$ cat src/rtl/c4_board_if.sv
// rtl/c4_board_if.sv - move request / result / cell read bundle between game controller and board engine
interface c4_board_if;
  logic       move_req;
  logic [2:0] move_col;
  logic       move_player;
  logic       busy;
  logic       done;
  logic       move_valid;
  logic       win;
  logic       draw;
  logic [2:0] rd_col;
  logic [2:0] rd_row;
  logic [1:0] rd_cell;

  modport master (
    output move_req, move_col, move_player, rd_col, rd_row,
    input  busy, done, move_valid, win, draw, rd_cell
  );

  modport slave (
    input  move_req, move_col, move_player, rd_col, rd_row,
    output busy, done, move_valid, win, draw, rd_cell
  );
endinterface

$ cat src/rtl/c4_board_engine.sv
// rtl/c4_board_engine.sv - Connect-4 board store, drop validation and line scan for win/draw
module c4_board_engine #(
  parameter int COLS    = 7,
  parameter int ROWS    = 6,
  parameter int WIN_LEN = 4
) (
  input  logic       clk,
  input  logic       rst,
  input  logic       clear,
  c4_board_if.slave  bus
);

  localparam logic [2:0]        COLS3     = 3'(COLS);
  localparam logic [2:0]        ROWS3     = 3'(ROWS);
  localparam logic signed [3:0] COLS_S    = 4'(COLS);
  localparam logic signed [3:0] ROWS_S    = 4'(ROWS);
  localparam logic [2:0]        WIN3      = 3'(WIN_LEN);
  localparam logic [1:0]        LAST_STEP = 2'(WIN_LEN - 2);
  localparam logic [5:0]        CELLS     = 6'(COLS * ROWS);

  typedef enum logic [2:0] {
    IDLE, CHECK, WRITE, SCAN_POS, SCAN_NEG, NEXT_DIR, REPORT
  } state_t;

  state_t state, state_next;

  logic [1:0]        board  [COLS][ROWS];
  logic [2:0]        height [COLS];
  logic [5:0]        moves;
  logic [2:0]        col_q;
  logic              player_q;
  logic signed [3:0] org_c, org_r, pc, pr;
  logic [1:0]        dir;
  logic [2:0]        count;
  logic [1:0]        steps;
  logic              done_q, valid_q, win_q, draw_q;
  logic [1:0]        rd_q;

  logic              move_ok, probe_on, probe_match, side_end, win_hit, scanning;
  logic [1:0]        probe_cell;

  // Direction order: horizontal, vertical, diagonal /, diagonal \.
  function automatic logic signed [3:0] step_c(input logic [1:0] d);
    logic signed [3:0] s;
    s = (d == 2'd1) ? 4'sd0 : 4'sd1;
    return s;
  endfunction

  function automatic logic signed [3:0] step_r(input logic [1:0] d);
    logic signed [3:0] s;
    case (d)
      2'd0:    s = 4'sd0;
      2'd1:    s = 4'sd1;
      2'd2:    s = 4'sd1;
      default: s = -4'sd1;
    endcase
    return s;
  endfunction

  always_ff @(posedge clk) begin
    if (!rst || clear) state <= IDLE;
    else               state <= state_next;
  end

  always_comb begin
    state_next  = state;
    move_ok     = (col_q < COLS3) && (height[col_q] < ROWS3);
    probe_on    = (pc >= 4'sd0) && (pc < COLS_S) && (pr >= 4'sd0) && (pr < ROWS_S);
    // Gate the read so off-board coordinates never index the array.
    probe_cell  = probe_on ? board[pc[2:0]][pr[2:0]] : 2'b00;
    probe_match = probe_on && (probe_cell == {player_q, ~player_q});
    win_hit     = probe_match && ((count + 3'd1) >= WIN3);
    side_end    = !probe_match || (steps == LAST_STEP);
    scanning    = (state == SCAN_POS) || (state == SCAN_NEG);
    case (state)
      IDLE:     if (bus.move_req) state_next = CHECK;
      CHECK:    state_next = move_ok ? WRITE : REPORT;
      WRITE:    state_next = SCAN_POS;
      SCAN_POS: if (win_hit) state_next = REPORT;
                else if (side_end) state_next = SCAN_NEG;
      SCAN_NEG: if (win_hit) state_next = REPORT;
                else if (side_end) state_next = NEXT_DIR;
      NEXT_DIR: state_next = (dir == 2'd3) ? REPORT : SCAN_POS;
      REPORT:   state_next = IDLE;
      default:  state_next = IDLE;
    endcase
  end

  always_ff @(posedge clk) begin
    if (!rst || clear) begin
      for (int c = 0; c < COLS; c++) begin
        height[c] <= 3'd0;
        for (int r = 0; r < ROWS; r++) board[c][r] <= 2'b00;
      end
      moves    <= 6'd0;
      col_q    <= 3'd0;
      player_q <= 1'b0;
      org_c    <= 4'sd0;
      org_r    <= 4'sd0;
      pc       <= 4'sd0;
      pr       <= 4'sd0;
      dir      <= 2'd0;
      count    <= 3'd0;
      steps    <= 2'd0;
      done_q   <= 1'b0;
      valid_q  <= 1'b0;
      win_q    <= 1'b0;
      draw_q   <= 1'b0;
      rd_q     <= 2'b00;
    end else begin
      rd_q   <= ((bus.rd_col < COLS3) && (bus.rd_row < ROWS3)) ? board[bus.rd_col][bus.rd_row] : 2'b00;
      done_q <= 1'b0;
      // Results are loaded on entry to REPORT so they are valid alongside done.
      if (state != REPORT && state_next == REPORT) begin
        done_q  <= 1'b1;
        valid_q <= (state != CHECK);
        win_q   <= scanning && win_hit;
        draw_q  <= (state == NEXT_DIR) && (moves == CELLS);
      end
      case (state)
        IDLE: if (bus.move_req) begin
          col_q    <= bus.move_col;
          player_q <= bus.move_player;
        end
        WRITE: begin
          board[col_q][height[col_q]] <= {player_q, ~player_q};
          height[col_q] <= height[col_q] + 3'd1;
          moves         <= moves + 6'd1;
          org_c         <= {1'b0, col_q};
          org_r         <= {1'b0, height[col_q]};
          pc            <= {1'b0, col_q} + 4'sd1;
          pr            <= {1'b0, height[col_q]};
          dir           <= 2'd0;
          count         <= 3'd1;
          steps         <= 2'd0;
        end
        SCAN_POS: begin
          if (probe_match) count <= count + 3'd1;
          if (side_end) begin
            pc    <= org_c - step_c(dir);
            pr    <= org_r - step_r(dir);
            steps <= 2'd0;
          end else begin
            pc    <= pc + step_c(dir);
            pr    <= pr + step_r(dir);
            steps <= steps + 2'd1;
          end
        end
        SCAN_NEG: begin
          if (probe_match) count <= count + 3'd1;
          pc    <= pc - step_c(dir);
          pr    <= pr - step_r(dir);
          steps <= steps + 2'd1;
        end
        NEXT_DIR: begin
          dir   <= dir + 2'd1;
          count <= 3'd1;
          steps <= 2'd0;
          pc    <= org_c + step_c(dir + 2'd1);
          pr    <= org_r + step_r(dir + 2'd1);
        end
        default: ;
      endcase
    end
  end

  assign bus.busy       = (state != IDLE);
  assign bus.done       = done_q;
  assign bus.move_valid = valid_q;
  assign bus.win        = win_q;
  assign bus.draw       = draw_q;
  assign bus.rd_cell    = rd_q;

endmodule

$ cat src/flat_wrapper.sv
// flat-port wrapper written by rule: the top's interface ports become plain ports
module c4_board_engine_flat 
#(
  parameter int COLS    = 7,
  parameter int ROWS    = 6,
  parameter int WIN_LEN = 4
)
  (clk, rst, clear, bus_move_req, bus_move_col, bus_move_player, bus_rd_col, bus_rd_row, bus_busy, bus_done, bus_move_valid, bus_win, bus_draw, bus_rd_cell);
  c4_board_if bus_i ();
  input  logic clk;
  input  logic rst;
  input  logic clear;
  input wire logic [$bits(bus_i.move_req)-1:0] bus_move_req;
  input wire logic [$bits(bus_i.move_col)-1:0] bus_move_col;
  input wire logic [$bits(bus_i.move_player)-1:0] bus_move_player;
  input wire logic [$bits(bus_i.rd_col)-1:0] bus_rd_col;
  input wire logic [$bits(bus_i.rd_row)-1:0] bus_rd_row;
  output wire logic [$bits(bus_i.busy)-1:0] bus_busy;
  output wire logic [$bits(bus_i.done)-1:0] bus_done;
  output wire logic [$bits(bus_i.move_valid)-1:0] bus_move_valid;
  output wire logic [$bits(bus_i.win)-1:0] bus_win;
  output wire logic [$bits(bus_i.draw)-1:0] bus_draw;
  output wire logic [$bits(bus_i.rd_cell)-1:0] bus_rd_cell;
  assign bus_i.move_req = bus_move_req;
  assign bus_i.move_col = bus_move_col;
  assign bus_i.move_player = bus_move_player;
  assign bus_i.rd_col = bus_rd_col;
  assign bus_i.rd_row = bus_rd_row;
  assign bus_busy = bus_i.busy;
  assign bus_done = bus_i.done;
  assign bus_move_valid = bus_i.move_valid;
  assign bus_win = bus_i.win;
  assign bus_draw = bus_i.draw;
  assign bus_rd_cell = bus_i.rd_cell;
  c4_board_engine #(.COLS(COLS), .ROWS(ROWS), .WIN_LEN(WIN_LEN)) u_core (.clk(clk), .rst(rst), .clear(clear), .bus(bus_i));
endmodule
$ cat config.mk
export PLATFORM = sky130hd
export DESIGN_NAME = c4_board_engine_flat
export DESIGN_NICKNAME = d
export VERILOG_FILES = /design/src/rtl/c4_board_if.sv /design/src/rtl/c4_board_engine.sv /design/src/flat_wrapper.sv
export SDC_FILE = /design/constraint.sdc
export NUM_CORES = 1
export LEC_CHECK = 0
export CAP_MARGIN = 20
export CORE_MARGIN = 2
export CORE_UTILIZATION = 49
export DETAILED_ROUTE_END_ITERATION = 6
export GPL_TIMING_DRIVEN = 0
export PLACE_DENSITY = 0.77
export SLEW_MARGIN = 15
export SYNTH_ARGS = -nofsm -noshare
export SYNTH_HDL_FRONTEND = slang
export SYNTH_SLANG_ARGS = --single-unit
$ cat constraint.sdc
create_clock -name clk -period 3.4 [get_ports clk]
set_input_delay 0.68 -clock clk [delete_from_list [all_inputs] [get_ports clk]]
set_output_delay 0.68 -clock clk [all_outputs]
set_load 0.005 [all_outputs]
# --- After elaboration in Yosys (flattened, before gate mapping) ---
# Memory sizes are Yosys's and may differ from the RTL's. A register that Yosys moved wholly into a read port is not among the register bits.
# Index checks and enable logic that the tools add are counted.
word_totals:
  input_bits: 14
  mem_count: 2
  reg_bits: 40
  out_inout_bits: 7
  ramBits: 105
  elab_cells: 157
op_classes:
  bitwise_logic: 5
  addsub: 14
  n_mux: 57
  n_reduce_logical: 33
  order_cmp: 13
  n_eq_ne: 17
mem_list:
  columns: ["memory", "words", "width", "read_ports", "rd_clocked_by_memory_dff", "wr", "line_no", "text"]
  rows:
  - ["u_core.board", 7, 12, 2, 1, 7, "c4_board_engine.sv:27", "logic [1:0] board [COLS][ROWS];"]
  - ["u_core.height", 7, 3, 1, 1, 7, "c4_board_engine.sv:28", "logic [2:0] height [COLS];"]
ops:
  columns: ["operator", "count"]
  rows:
  - ["2-to-1 mux 4 bit", 12]
  - ["2-to-1 mux 3 bit", 15]
  - ["2-to-1 mux 12 bit", 3]
  - ["one-hot mux 4 bit (4 select lines)", 2]
  - ["one-hot mux 3 bit (6 select lines)", 1]
  - ["adder 4 bit", 4]
  - ["one-hot mux 4 bit (2 select lines)", 2]
  - ["subtractor 4 bit", 4]
  - ["2-to-1 mux 2 bit", 7]
  - ["binary-select mux 2 bit (select 3 bit)", 2]
  - [">= comparator 4 bit (second input constant)", 3]
  - ["< comparator 3 bit (second input constant)", 4]
  - ["NOT 3 -> 4 bit", 3]
  - ["OR reduction 12 bit", 1]
  - ["logical AND 1 bit", 11]
  - ["OR reduction 2 bit", 5]
  - ["equality test 3 bit (second input constant)", 3]
  - ["2-to-1 mux 1 bit", 9]
  - ["equality test 2 bit (second input constant)", 4]
  - [">= comparator 4 x 1 -> 1 bit (second input constant)", 2]
  - ["< comparator 4 bit (second input constant)", 2]
  - ["adder 3 x 1 -> 3 bit (second input constant)", 2]
  - ["adder 6 x 1 -> 6 bit (second input constant)", 1]
  - ["demux 2 bit (select 3 bit)", 1]
  - ["25 further kinds", 36]

# --- Depth between registers and ports, before layout ---
logic_depth:
  depth_word: 15
  mapped_depth: 13
  depth_no_buf: 13

# --- Worst setup path before layout ---
# No wires, ideal clock.
synth_timing:
  path_type: "input to register"
  startpoint: "in bus_rd_col[0]"
  endpoint: "reg u_core.rd_q[1], in the netlist u_core.bus.rd_cell[1]"
  t_required_ps: 3285
  setup_slack_ps: 354
  n_path_buf: 2
  cell_stages: 8
  setup_ps: 115
  arrival_time_ps: 2930
  cell_sequence: "clkbuf_1 -> buf_1 -> mux4_2 -> mux4_2 -> mux2i_1 -> nor2_1 -> a31oi_1 -> nor2_1"
synth_between:
  elab_chain_len: 4
  elab_cells_between_ends: 8
  classes_between: "order compare (1); mux (3); bitwise (1); reduce/logical (2); memory (1)"
synth_lines:
  columns: ["item", "line_no", "text"]
  rows:
  - ["start, declared", "flat_wrapper.sv:16", "input wire logic [$bits(bus_i.rd_col)-1:0] bus_rd_col;"]
  - ["memory (7 x 12 bit) or < comparator 3 bit (tied branches)", null, null]
  - ["binary-select mux 2 bit (select 3 bit) or logical AND 1 bit (tied branches)", "c4_board_engine.sv:111", "rd_q <= ((bus.rd_col < COLS3) && (bus.rd_row < ROWS3)) ? board[bus.rd_col][bus.rd_row] : 2'b00;"]
  - ["2-to-1 mux 2 bit (implied by the code) or NOT 1 bit (tied branches)", null, null]
  - ["2-to-1 mux 2 bit (implied by the code) or OR reduction 2 bit (tied branches)", null, null]
  - ["end signal, assigned", "c4_board_engine.sv:111", null]
  - ["end, declared", "c4_board_engine.sv:37", "logic [1:0] rd_q;"]
# Parallel ways exist; a longest one is shown, timed or not. The select of a mux whose other input is x is not followed.
# A chain may end at the register's enable or synchronous reset.

==> impl_results.md <==
- Synth top cells by count: nor2_1 (151), edfxtp_1 (117), nand2_1 (68)
- First-pass GRT wire length: between 30000 and 40000 um
- Cell chain of the critical path: buf_4, buf_8, buf_6, mux4_2, mux2i_1, o22ai_1, o2111a_2, o21bai_4, buf_6, mux2i_1, mux2i_1, a21oi_2
- CTS buffer count: 17
- Reg-to-reg slack, setup: 80 ps
- Vias in the first global route: between 6000 and 7000
- Critical Path RT: around 3800 ps
- #FFs+latches synth: between 150 and 200
- Mapped Cells: around 840
- ANT nets after route: 0
- Pleak: between 3 and 4 nW
- Fin. max-slew vios: 0
- Post-Route Setup TNS: 0 ps
- Max Cap Violations: 0
- Avg Inst Size Synth: 11.1 sq um
- Die outline height: about 140 um
- Critical Path Sink Type: register
- Endpoints failing setup: 0
- Largest net degree at the start of global routing: 17
- DRC violation count after routing: 0
- Fraction of layout cells with a size suffix above 1: between 10% and 20%
- Worst-Margin Slew: just under 1000 ps
- Mapped Nets: 884
- Synth warn: 0
- Gp weighted congestion: between 0.9 and 1
- Status: completed
- Most used cell, CP: mux2i_1
- Drt via density: roughly 6.3
- Num rows: 50
- Clock transition at path regs: 70 ps
- EDFF count, synth: 117
- Count leader, synth: nor2_1
- TritonCTS clock tree: done
- Max Freq: 0.301 GHz
- FF+latch area: between 4000 and 5000 sq um
- Dominant cells by area after synthesis: edfxtp_1 (38%), mux4_2 (13%), dfxtp_1 (11%)
- Max stage delay on crit path: 550 ps
- Hold Crit Start: u_core.bus.draw$_SDFFE_PP0P_
- GRT overflow: 0
- Die W: 141 um
- Max-slew headroom: 35.6%
- Via count: 7091
- Multi-input logic area: roughly 4400 sq um
- Die ar.: 20000 sq um
- Post-synth top area cell: edfxtp_1
- Critical path peak fanout: 10
- Hold Path Class: register to register
- Worst vdd ir: 379 uV
- Setup ws final: 77.5 ps
- Crit path kind: register to register
- Hold buffer count at cts: 0
- Core ar.: between 15000 and 20000 sq um
- Slowest CP cell: mux4_2
- Clock root buffer: clkbuf_16
- Clock Latency Late Sink: between 400 and 500 ps
- Final hold violations: 0
- Initial DRC count: 904
- CTS sink cnt: around 170
- Total wire length: around 25000 um
- Post-place setup slack: -195 ps
- Hold path depth: 2
- Antenna diodes: 0
- Starting density of the core: around 50%
- Total GRT Usage: between 20% and 30%
- Buffers and inverters on the worst path: 4
- IO buf count: 17
- RSZ-0062 raised after global routing: false
- Final net count: 920
- Per-cell routed wire length: approximately 22 um
- Hold EP: u_core.bus.draw$_SDFFE_PP0P_
- R2r worst-path depth: 12
- Layout area overhead: 11.1%
- P per Cell Area: ~420 nW/um^2
- Tcrit/Tclk final: 97.7%
- Cell Area, Synth: ~9300 sq um
- Ys flop type: edfxtp_1
- Final Non-Filler Cells: 1118
- Hold_ws: 461 ps
- Placed Instances: 1086
- Crit path arrival time: ~3700 ps
- Ys async rst share: 0%
- Max clock buf depth: 2
- I/O Pins: 21
- Largest delay share family, worst path: multiplexers
- Clk_skew: between 10 and 15 ps
- Initial antenna violation count: 1
- Synth unique cells: 60
- Post-DP HPWL: roughly 18000 um
- Final min period: 3320 ps
- # H-tree levels: 4
- Fill cell count: approximately 1500
- Startpoint types: register
- First-pass DRT Iterations: 5
- Area share of the largest cell type after synthesis: between 30% and 40%
- Sequential fraction of the synthesis area: 48.5%
-- worst max-delay path by stage --
stage,startpoint,to,slack [ps],depth (start not counted)
finish,register,register,80,12
global route,register,register,8,12
CTS,register,u_core.pc[2]$_SDFFE_PP0N_,30,12
detailed placement,bus_rd_col[0],u_core.bus.rd_cell[0]$_SDFF_PP0_,-190,8
global placement,bus_rd_col[0],u_core.bus.rd_cell[0]$_SDFF_PP0_,-150,8
floorplan,bus_rd_col[0],u_core.bus.rd_cell[1]$_SDFF_PP0_,350,8
-- report_power, final --
part	switching [mW]	internal, mW
sequential	0.0365	2.21
clock	0.814	0.927
combinational	0.207	0.150
total	1.06	3.29
-- state kept, by name, summed over array words and instances (netlist names), 2 cells and up, named ones only --
signal and count:
u_core.state 3, u_core.org_c 3, u_core.bus.rd_cell 2, u_core.moves 6, u_core.count 3, u_core.org_r 3
u_core.pc 4, u_core.height 24, u_core.col_q 3, u_core.board 96, u_core.steps 2, u_core.pr 4
u_core.dir 2
-- layout make-up --
| cell class | instances | area share [%] |
|---|---|---|
| tap | 234 | 2.85 |
| multi-input combinational | 573 | 42.7 |
| timing repair buffer | 18 | 1.73 |
| buffer | 60 | 2.77 |
| sequential | 166 | 43.7 |
| clock inverter | 13 | 0.803 |
| inverter | 35 | 1.28 |
| clock buffer | 19 | 4.21 |
-- layer usage --
| layer | track usage, % | vias to the layer above | part of all wire [%] |
|---|---|---|---|
| met4 | 9.32 | 0 | 3.4 |
| met1 | 34.2 | 3441 | 39 |
| li1 | - | 3115 | - |
| met2 | 41.5 | 458 | 47 |
| met3 | 4.76 | 77 | 11 |
| met5 | 0 | - | 0 |
-- layout by cell type, fill, tap and decap left out, drive strengths merged, types with 8 or more instances in the layout --
master,n
nor2,151
xor2,10
xnor2,10
mux2i,34
clkdlybuf4s50,17
dfxtp,49
a211oi,9
o22ai,8
nor3,11
clkbuf,65
buf,15
a21oi,34
nand2,69
mux4,54
o21ai,64
ha,31
inv,37
nor2b,9
edfxtp,117
-- kinds of logic after synthesis --
| group | synth area share, % |
|---|---|
| DFF | 48.5 |
| and+or+nand+nor | 12.8 |
| muxes | 17.4 |
| adders and majority gates | 5.05 |
| buffers and inverters | 4.47 |
| xor gates and xnor gates | 1.89 |
| AOI/OAI and AO/OA | 9.88 |
-- worst reg2reg max path, stage by stage (launching register included) --
cell and delay, ps:
dfxtp_1 300, buf_4 180, buf_8 210, buf_6 200
mux4_2 550, mux2i_1 190, o22ai_1 220, o2111a_2 370
o21bai_4 200, buf_6 220, mux2i_1 210, mux2i_1 130
a21oi_2 250
-- stage by stage --
| step | utilization (%) | total power, mW | cell area, sq um |
|---|---|---|---|
| 6_report | 55.2 | 4.35 | 10300 |
| 3_5_place_dp | 52.2 | 2.64 | 9720 |
| 4_1_cts | 55.1 | 4.33 | 10300 |
| 3_3_place_gp | 52.2 | 2.62 | 9720 |
| 5_1_grt | 55.2 | 4.44 | 10300 |
| 2_1_floorplan | - | 2.52 | 9260 |
-- repair_timing --
item	CTS	global route
gates resized for setup	4	5
pin swaps	1	0
setup buffers	1	0
endpoints found under the setup margin	14	20
Note: power is estimated with default switching activity, not from simulation.
